File: config.mk
export PLATFORM = sky130hd
export DESIGN_NAME = sync_fifo_flex
export DESIGN_NICKNAME = d
export VERILOG_FILES = /design/src/rtl/sync_fifo_mem.sv /design/src/rtl/sync_fifo_flex.sv
export SDC_FILE = /design/constraint.sdc
export NUM_CORES = 1
export LEC_CHECK = 0
export CAP_MARGIN = 30
export CORE_MARGIN = 4
export CORE_UTILIZATION = 54
export DETAILED_ROUTE_END_ITERATION = 10
export GPL_ROUTABILITY_DRIVEN = 1
export GPL_TIMING_DRIVEN = 0
export PLACE_DENSITY = 0.77
export SLEW_MARGIN = 20
export SYNTH_ARGS = -nofsm -noshare
export SYNTH_HDL_FRONTEND = slang
export SYNTH_HIERARCHICAL = 1
export SYNTH_SLANG_ARGS = --single-unit
export TNS_END_PERCENT = 5
File: constraint.sdc
create_clock -name clk_i -period 2.9 [get_ports clk_i]
set_clock_uncertainty 0.2 [all_clocks]
set_input_delay 0.435 -clock clk_i [delete_from_list [all_inputs] [get_ports clk_i]]
set_output_delay 0.435 -clock clk_i [all_outputs]
set_load 0.005 [all_outputs]
File: src/rtl/sync_fifo_mem.sv
// sync_fifo_mem -- WIDTH x DEPTH storage array for sync_fifo_flex.
//
// One synchronous write port and one asynchronous (combinational) read port.
// The array has no reset: contents are undefined until written.
//
// Ports:
//   clk_i    : write clock (rising edge)
//   we_i     : write enable; stores wdata_i at waddr_i
//   waddr_i  : write address
//   wdata_i  : write data
//   raddr_i  : read address
//   rdata_o  : data at raddr_i (combinational)
module sync_fifo_mem #(
  parameter int unsigned WIDTH = 8,
  parameter int unsigned DEPTH = 16,
  parameter int unsigned AW    = $clog2(DEPTH)
) (
  input  logic             clk_i,
  input  logic             we_i,
  input  logic [AW-1:0]    waddr_i,
  input  logic [WIDTH-1:0] wdata_i,
  input  logic [AW-1:0]    raddr_i,
  output logic [WIDTH-1:0] rdata_o
);

  logic [WIDTH-1:0] mem [DEPTH];

  always_ff @(posedge clk_i) begin
    if (we_i) begin
      mem[waddr_i] <= wdata_i;
    end
  end

  assign rdata_o = mem[raddr_i];

endmodule

File: src/rtl/sync_fifo_flex.sv
// sync_fifo_flex -- single-clock FIFO with selectable read mode.
//
// FWFT=0: rdata_o is registered and updates one cycle after an accepted read,
//         holding its value otherwise.
// FWFT=1: rdata_o shows the head word combinationally whenever empty_o=0;
//         rd_en_i acknowledges (pops) the displayed word.
// Occupancy is held in an explicit counter; all flags decode from it.
//
// Ports:
//   clk_i          : clock, all state changes on rising edge
//   rst_i          : synchronous active-high reset
//   wdata_i        : write data
//   wr_en_i        : write request
//   rd_en_i        : read request / FWFT acknowledge
//   rdata_o        : read data
//   full_o         : count == DEPTH
//   empty_o        : count == 0
//   almost_full_o  : count >= AF_LEVEL
//   almost_empty_o : count <= AE_LEVEL
//   count_o        : occupancy 0..DEPTH
//   wr_error_o     : one-cycle pulse after a rejected write
//   rd_error_o     : one-cycle pulse after a rejected read
module sync_fifo_flex #(
  parameter int unsigned WIDTH    = 8,
  parameter int unsigned DEPTH    = 16,
  parameter int unsigned FWFT     = 0,
  parameter int unsigned AF_LEVEL = DEPTH - 2,
  parameter int unsigned AE_LEVEL = 2,
  localparam int unsigned PTR_WIDTH = $clog2(DEPTH)
) (
  input  logic                 clk_i,
  input  logic                 rst_i,
  input  logic [WIDTH-1:0]     wdata_i,
  input  logic                 wr_en_i,
  input  logic                 rd_en_i,
  output logic [WIDTH-1:0]     rdata_o,
  output logic                 full_o,
  output logic                 empty_o,
  output logic                 almost_full_o,
  output logic                 almost_empty_o,
  output logic [PTR_WIDTH:0]   count_o,
  output logic                 wr_error_o,
  output logic                 rd_error_o
);

  localparam int unsigned CNT_W = PTR_WIDTH + 1;
  localparam logic [CNT_W-1:0] DEPTH_CNT = CNT_W'(DEPTH);
  localparam logic [CNT_W-1:0] AF_CNT    = CNT_W'(AF_LEVEL);
  localparam logic [CNT_W-1:0] AE_CNT    = CNT_W'(AE_LEVEL);

  logic [PTR_WIDTH-1:0] wr_ptr_q;
  logic [PTR_WIDTH-1:0] rd_ptr_q;
  logic [CNT_W-1:0]     count_q;
  logic [CNT_W-1:0]     count_d;
  logic                 wr_err_q;
  logic                 rd_err_q;
  logic                 full;
  logic                 empty;
  logic                 wr_acc;
  logic                 rd_acc;
  logic [WIDTH-1:0]     mem_rdata;

  // Flags come from the registered count only, so they are glitch-free
  // and valid in the cycle after the edge that changed the count.
  assign full  = (count_q == DEPTH_CNT);
  assign empty = (count_q == '0);

  // Acceptance is qualified by the current flags, which makes the
  // full+both and empty+both cases fall out naturally: the blocked side
  // is rejected while the other side proceeds.
  assign wr_acc = wr_en_i && !full;
  assign rd_acc = rd_en_i && !empty;

  always_comb begin
    count_d = count_q;
    unique case ({wr_acc, rd_acc})
      2'b10:   count_d = count_q + 1'b1;
      2'b01:   count_d = count_q - 1'b1;
      default: count_d = count_q;
    endcase
  end

  // Pointers are exactly PTR_WIDTH bits and DEPTH is a power of two, so the
  // DEPTH-1 -> 0 wrap is the natural binary rollover.
  always_ff @(posedge clk_i) begin
    if (rst_i) begin
      wr_ptr_q <= '0;
      rd_ptr_q <= '0;
      count_q  <= '0;
      wr_err_q <= 1'b0;
      rd_err_q <= 1'b0;
    end else begin
      if (wr_acc) begin
        wr_ptr_q <= wr_ptr_q + 1'b1;
      end
      if (rd_acc) begin
        rd_ptr_q <= rd_ptr_q + 1'b1;
      end
      count_q  <= count_d;
      wr_err_q <= wr_en_i && full;
      rd_err_q <= rd_en_i && empty;
    end
  end

  // The write is additionally gated by rst_i so a write requested in a
  // reset cycle never reaches the array.
  sync_fifo_mem #(
    .WIDTH (WIDTH),
    .DEPTH (DEPTH),
    .AW    (PTR_WIDTH)
  ) u_mem (
    .clk_i   (clk_i),
    .we_i    (wr_acc && !rst_i),
    .waddr_i (wr_ptr_q),
    .wdata_i (wdata_i),
    .raddr_i (rd_ptr_q),
    .rdata_o (mem_rdata)
  );

  generate
    if (FWFT == 0) begin : g_reg_read
      logic [WIDTH-1:0] rdata_q;

      always_ff @(posedge clk_i) begin
        if (rst_i) begin
          rdata_q <= '0;
        end else if (rd_acc) begin
          rdata_q <= mem_rdata;
        end
      end

      assign rdata_o = rdata_q;
    end else begin : g_fwft
      // Head word is only meaningful when not empty; forcing zero while
      // empty keeps the output defined out of reset.
      assign rdata_o = empty ? '0 : mem_rdata;
    end
  endgenerate

  assign full_o         = full;
  assign empty_o        = empty;
  assign almost_full_o  = (count_q >= AF_CNT);
  assign almost_empty_o = (count_q <= AE_CNT);
  assign count_o        = count_q;
  assign wr_error_o     = wr_err_q;
  assign rd_error_o     = rd_err_q;

endmodule

### After elaboration in Yosys (flattened, before gate mapping)

Memory sizes are Yosys's and may differ from the RTL's. A register that Yosys moved wholly into a read port is not among the register bits.
Cells that the tools add are included.
W data, S select, Z words.

| storage, ports and cells | value |
|---|---|
| register bits | 15 |
| bits in latches | 0 |
| memory bits (writable) | 128 |
| memory bits (read-only) | 0 |
| input port bits | 12 |
| output and inout port bits | 19 |
| word-level logic and storage cells | 28 |
| memories | 1 |

Memories:

| name | depth | width | read ports | clocked after Yosys merged registers in | wr ports | RTL line | RTL |
|---|---|---|---|---|---|---|---|
| u_mem.mem | 16 | 8 | 1 | 1 | 1 | sync_fifo_mem.sv:26 | `logic [WIDTH-1:0] mem [DEPTH];` |

| cells by class | value |
|---|---|
| add/subtract/negate cells | 4 |
| $mul | 0 |
| divide/modulo/power cells | 0 |
| $lt $le $gt $ge | 2 |
| equality and inequality tests | 3 |
| shift operators | 0 |
| muxes and demuxes | 3 |
| bitwise operators | 0 |
| reduce and logical (&&, ||, !) cells | 10 |

Operators with widths:

| operator | count |
|---|---|
| $pmux W5 S2 | 1 |
| $add A4 B1 Y4 const B | 2 |
| $add A5 B1 Y5 const B | 1 |
| $eq A5 B5 Y1 const B | 1 |
| $ge A5 B4 Y1 const B | 1 |
| $le A5 B2 Y1 const B | 1 |
| $logic_and A1 B1 Y1 | 5 |
| $logic_not A5 Y1 | 1 |
| $sub A5 B1 Y5 const B | 1 |
| $logic_not A1 Y1 | 3 |
| $eq A2 B1 Y1 const B | 1 |
| $eq A2 B2 Y1 const B | 1 |
| $mux W1 | 2 |
| $reduce_bool A2 Y1 | 1 |

### Logic depth before layout (Yosys ltp)

| depth | value |
|---|---|
| depth after elaboration | 6 |
| gate-level depth with buffers | 12 |
| mapped depth without buffers | 10 |

### By module

Netlist, hierarchy kept.

Modules (own cells, without submodules):

| module | times used | cells each | area each (µm²) | sequential area each (µm²) |
|---|---|---|---|---|
| sync_fifo_mem | 1 | 221 | 4987.3 | 3843.7 |
| sync_fifo_flex | 1 | 121 | 1106.1 | 460.4 |

### Worst setup path after synthesis

OpenSTA, ideal clock, no wires.

| path | value |
|---|---|
| path kind | reg2reg |
| start | register count_q[0] (netlist: count_o[0]) |
| end | register count_q[4] (netlist: count_o[4]) |
| arrival time | 2656 ps |
| slack | -77 ps |
| stages on the path, launching flop included | 12 |
| buffers on the path | 2 |
| path through | dfxtp_1 -> or4_1 -> buf_2 -> o21ai_4 -> buf_6 -> inv_1 -> ha_1 -> ha_1 -> nand2b_1 -> a21oi_1 -> mux2i_1 -> mux2_2 |

| on the way | value |
|---|---|
| word-level cells in the longest chain between the ends | 5 |
| elaborated cells between the ends (all ways) | 12 |
| those cells by class | 2 x add/sub; 3 x eq/ne; 1 x mux; 6 x reduce/logical |

RTL lines:

| what | RTL line | RTL |
|---|---|---|
| start: declaration | sync_fifo_flex.sv:53 | `logic [CNT_W-1:0] count_q;` |
| start signal: assignment | sync_fifo_flex.sv:99 | `count_q <= count_d;` |
| $logic_not A5 Y1 (*) | sync_fifo_flex.sv:66 | `assign empty = (count_q == '0);` |
| $logic_not A1 Y1 (*) | sync_fifo_flex.sv:72 | `assign rd_acc = rd_en_i && !empty;` |
| $logic_and A1 B1 Y1 (*) | sync_fifo_flex.sv:72 |  |
| net rd_acc | sync_fifo_flex.sv:60 | `logic rd_acc;` |
| $eq A2 B1 Y1 / $eq A2 B2 Y1 (equally long branches) | sync_fifo_flex.sv:76 | `unique case ({wr_acc, rd_acc})` |
| $pmux W5 S2 / $reduce_bool A2 Y1 (equally long branches) | n/a |  |

Mark *: on every way through the listed nets, which the timed path passes. The rest lies on a longest branch.
A chain may end at the register's enable or synchronous reset.

### Final worst setup path

Ends and elaborated chain as after synthesis.

==> results.md <==
- Syn Std Cell Area: 6090 sq um
- Area of the core: about 11000 sq um
- Synthesized Nets: between 300 and 400
- ANT nets after route: 0
- Clock latency on the worst-skew pair: roughly 0.42 ns
- Asr flop ratio synth: 0%
- Die Wd: between 100 and 150 microns
- CP Max Fanout: 6
- Initial antenna violation count: 0
- Ys Warns: 6
- Setup TNS: -0.0809 ns
- Pre-CTS setup slack: -0.647 ns
- Drt first pass iters: 4
- CP endpoint kind: flop
- Post-route cell area: roughly 7400 sq um
- Routed vias/inst: roughly 6.0
- Detailed Route WL: ~13000 microns
- Area growth syn-to-layout: 20.8%
- Final Hold Fails: 0
- Max cap viols: 0
- Slew margin rel.: 34.6%
- Synth top area share: 63.1%
- Placed cell areas: approximately 6600 sq um
- Routability cong.: approximately 0.76
- Slew Viols, Final: 0
- Worst setup path category: reg -> reg
- Cell count after placement: 512
- Layout cells sized above 1: between 20% and 30%
- Row count: 38
- Total CTS buffers: 17
- Root buf cell: clkbuf_16
- Status: finished with violations
- Post-synth EDFFs: between 100 and 150
- Iteration-0 DRC count of the detailed router: ~280
- Tmin final: ~2.9 ns
- Ant diodes: 0
- Static leakage power: 2.51 nW
- Cts hold-fix bufs: 0
- Peak supply drop: roughly 0.57 mV
- Height of the die: around 110 microns
- Final period util: 102%
- Crit-path cells: or4_4, buf_6, o21ai_4, buf_12, inv_1, ha_4, ha_1, nor2_1, a21oi_2, mux2i_1, mux2_2
- Max Clock Freq: 339 MHz
- Synth cell types: 39
- Vias in the first global route: 3332
- Drc violations: 0
- CTS tree: built
- Mapped Cells: between 300 and 400
- Top post-synthesis cells by area: edfxtp_1 (63%), dfxtp_1 (7.6%), mux4_2 (6.7%), mux4_1 (6.0%), nor2_1 (2.6%)
- Die ar.: 13000 sq um
- Synth Register Bits: 151
- Final std cells w/o fill: ~550
- First-pass GRT wire length: around 20000 microns
- Yosys top cell by area: edfxtp_1
- Failing checks: negative setup slack
- Commonest non-fill, non-tap cell in the layout: edfxtp_1
- Post-synth top flop: edfxtp_1
- Final setup viols: 2
- Avg Cell Area, Syn: around 18 sq um
- Delay of the slowest critical-path stage: 0.53 ns
- GR Util All Layers: between 20% and 30%
- CTS max path bufs: 2
- Drt wl/cell: between 20 and 25 microns
- Gr ovfl total: 0
- H-tree depth: 4
- Critical Path Source Type: flop
- # clock sinks: around 150
- Critical path data arrival time: roughly 3.1 ns
- DP Wirelength: 7500 microns
- Finished Core Util: just under 70%
- Pwr Density: between 800 and 900 nW/um^2
- Most frequent cells in the layout: edfxtp_1 (128), nor2_1 (39), clkdlybuf4s50_1 (29)
- Slowest CP cell: or4_4
- CP required: about 3 ns
- Unrepaired setup endpoints after global routing: true
- Sequential cell area fraction in the yosys report: a little over two thirds
- Worst Hold Class: in -> reg
- IO buf count: 29
- Clock-pin transition on the worst setup and hold timing paths: ~0.060 ns
- Final #Nets: ~420
- Final WS setup: -0.0468 ns
- Via count: between 3000 and 4000
- Largest net degree at the start of global routing: 17
- Effective utilization at floorplan: a little under three fifths
- Worst-Margin Slew: roughly 1 ns
- I/O pins: 31
-- synthesized netlist by cell type, types with 2 or more instances --
library cell,number
nor3_1,5
edfxtp_1,128
ha_1,6
nand2b_1,3
clkdlybuf4s25_2,3
buf_6,4
a22oi_1,16
inv_1,8
dfxtp_1,23
nand2_1,12
xnor2_1,2
buf_2,5
o211ai_1,3
mux4_1,14
nand3b_1,2
a21oi_1,5
nor4_1,2
mux2i_1,11
clkbuf_1,2
nor2_1,43
xor2_1,6
mux4_2,18
nand3_1,3
buf_4,3
-- worst paths after layout --
check                                 from         end  slack, ns  cells past startpoint
worst min-delay path                 rst_i  wr_error_o       0.05                      2
worst min register to register  rdata_o[4]  rdata_o[4]       0.30                      2
worst max register to register  count_o[0]  count_o[4]      -0.05                     11
worst max-delay path            count_o[0]  count_o[4]      -0.05                     11
-- sequential cells by signal, indices dropped and copies added (netlist names) --
| register | count |
|---|---|
| rdata_o | 8 |
| rd_ptr_q | 4 |
| wr_ptr_q | 4 |
| u_mem/mem | 128 |
| wr_error_o | 1 |
| rd_error_o | 1 |
| count_o | 5 |
-- metrics by stage --
step,hold slack (ns),power [mW]
after floorplan,0.288,3.43
after global placement,0.277,3.85
after detailed placement,0.292,3.90
after CTS,0.0293,6.25
after global routing,0.0536,6.58
final,0.0454,6.32
-- worst max-delay path: cells and delay by family (launching register included) --
kind / cells / cell delay, ns
mux: 2 / 0.58
flops: 1 / 0.36
simple gates: 2 / 0.59
buf+inv: 3 / 0.32
compound gates: 2 / 0.30
fa+ha+maj: 2 / 0.50
-- cells by family (layout without fill, tap and decap cells) --
kind of cell	after synthesis	count (layout)	share of synthesized area, %
and+or+nand+nor	79	79	5.91
xor gates and xnor gates	8	8	1.15
adders and majority gates	7	7	1.56
DFF	151	151	70.6
buffers and inverters	25	92	2.63
AOI/OAI and AO/OA	28	28	3.43
muxes	44	44	14.7
-- where the power goes --
| group | internal, mW | switching, mW | total [mW] |
|---|---|---|---|
| Sequential | 2.47 | 0.124 | 2.59 |
| Clock | 1.44 | 0.866 | 2.31 |
| Combinational | 0.767 | 0.649 | 1.42 |
| Total | 4.68 | 1.64 | 6.32 |
-- timing repair --
item                                    4_1_cts  5_1_grt
gates resized for setup                       7       11
buffers inserted                              1        3
endpoints found under the setup margin       50      114
pin swaps                                     0        4
-- routing by layer --
metal  GRT usage, %  routed length [microns]
met5              0                        0
met4           7.76                      305
met3           5.29                      632
met2           36.1                     6730
met1           27.7                     5170
-- final cells by class --
class,instances,area (sq um)
fillers,714,3570
clock inverters,15,201
repair buffers,35,348
multi-input cells,166,1730
clock buffers,17,425
well taps,140,175
flip-flops and latches,151,4310
inverters,8,30.0
plain buffers,17,146
Note: power is estimated with default switching activity, not from simulation.
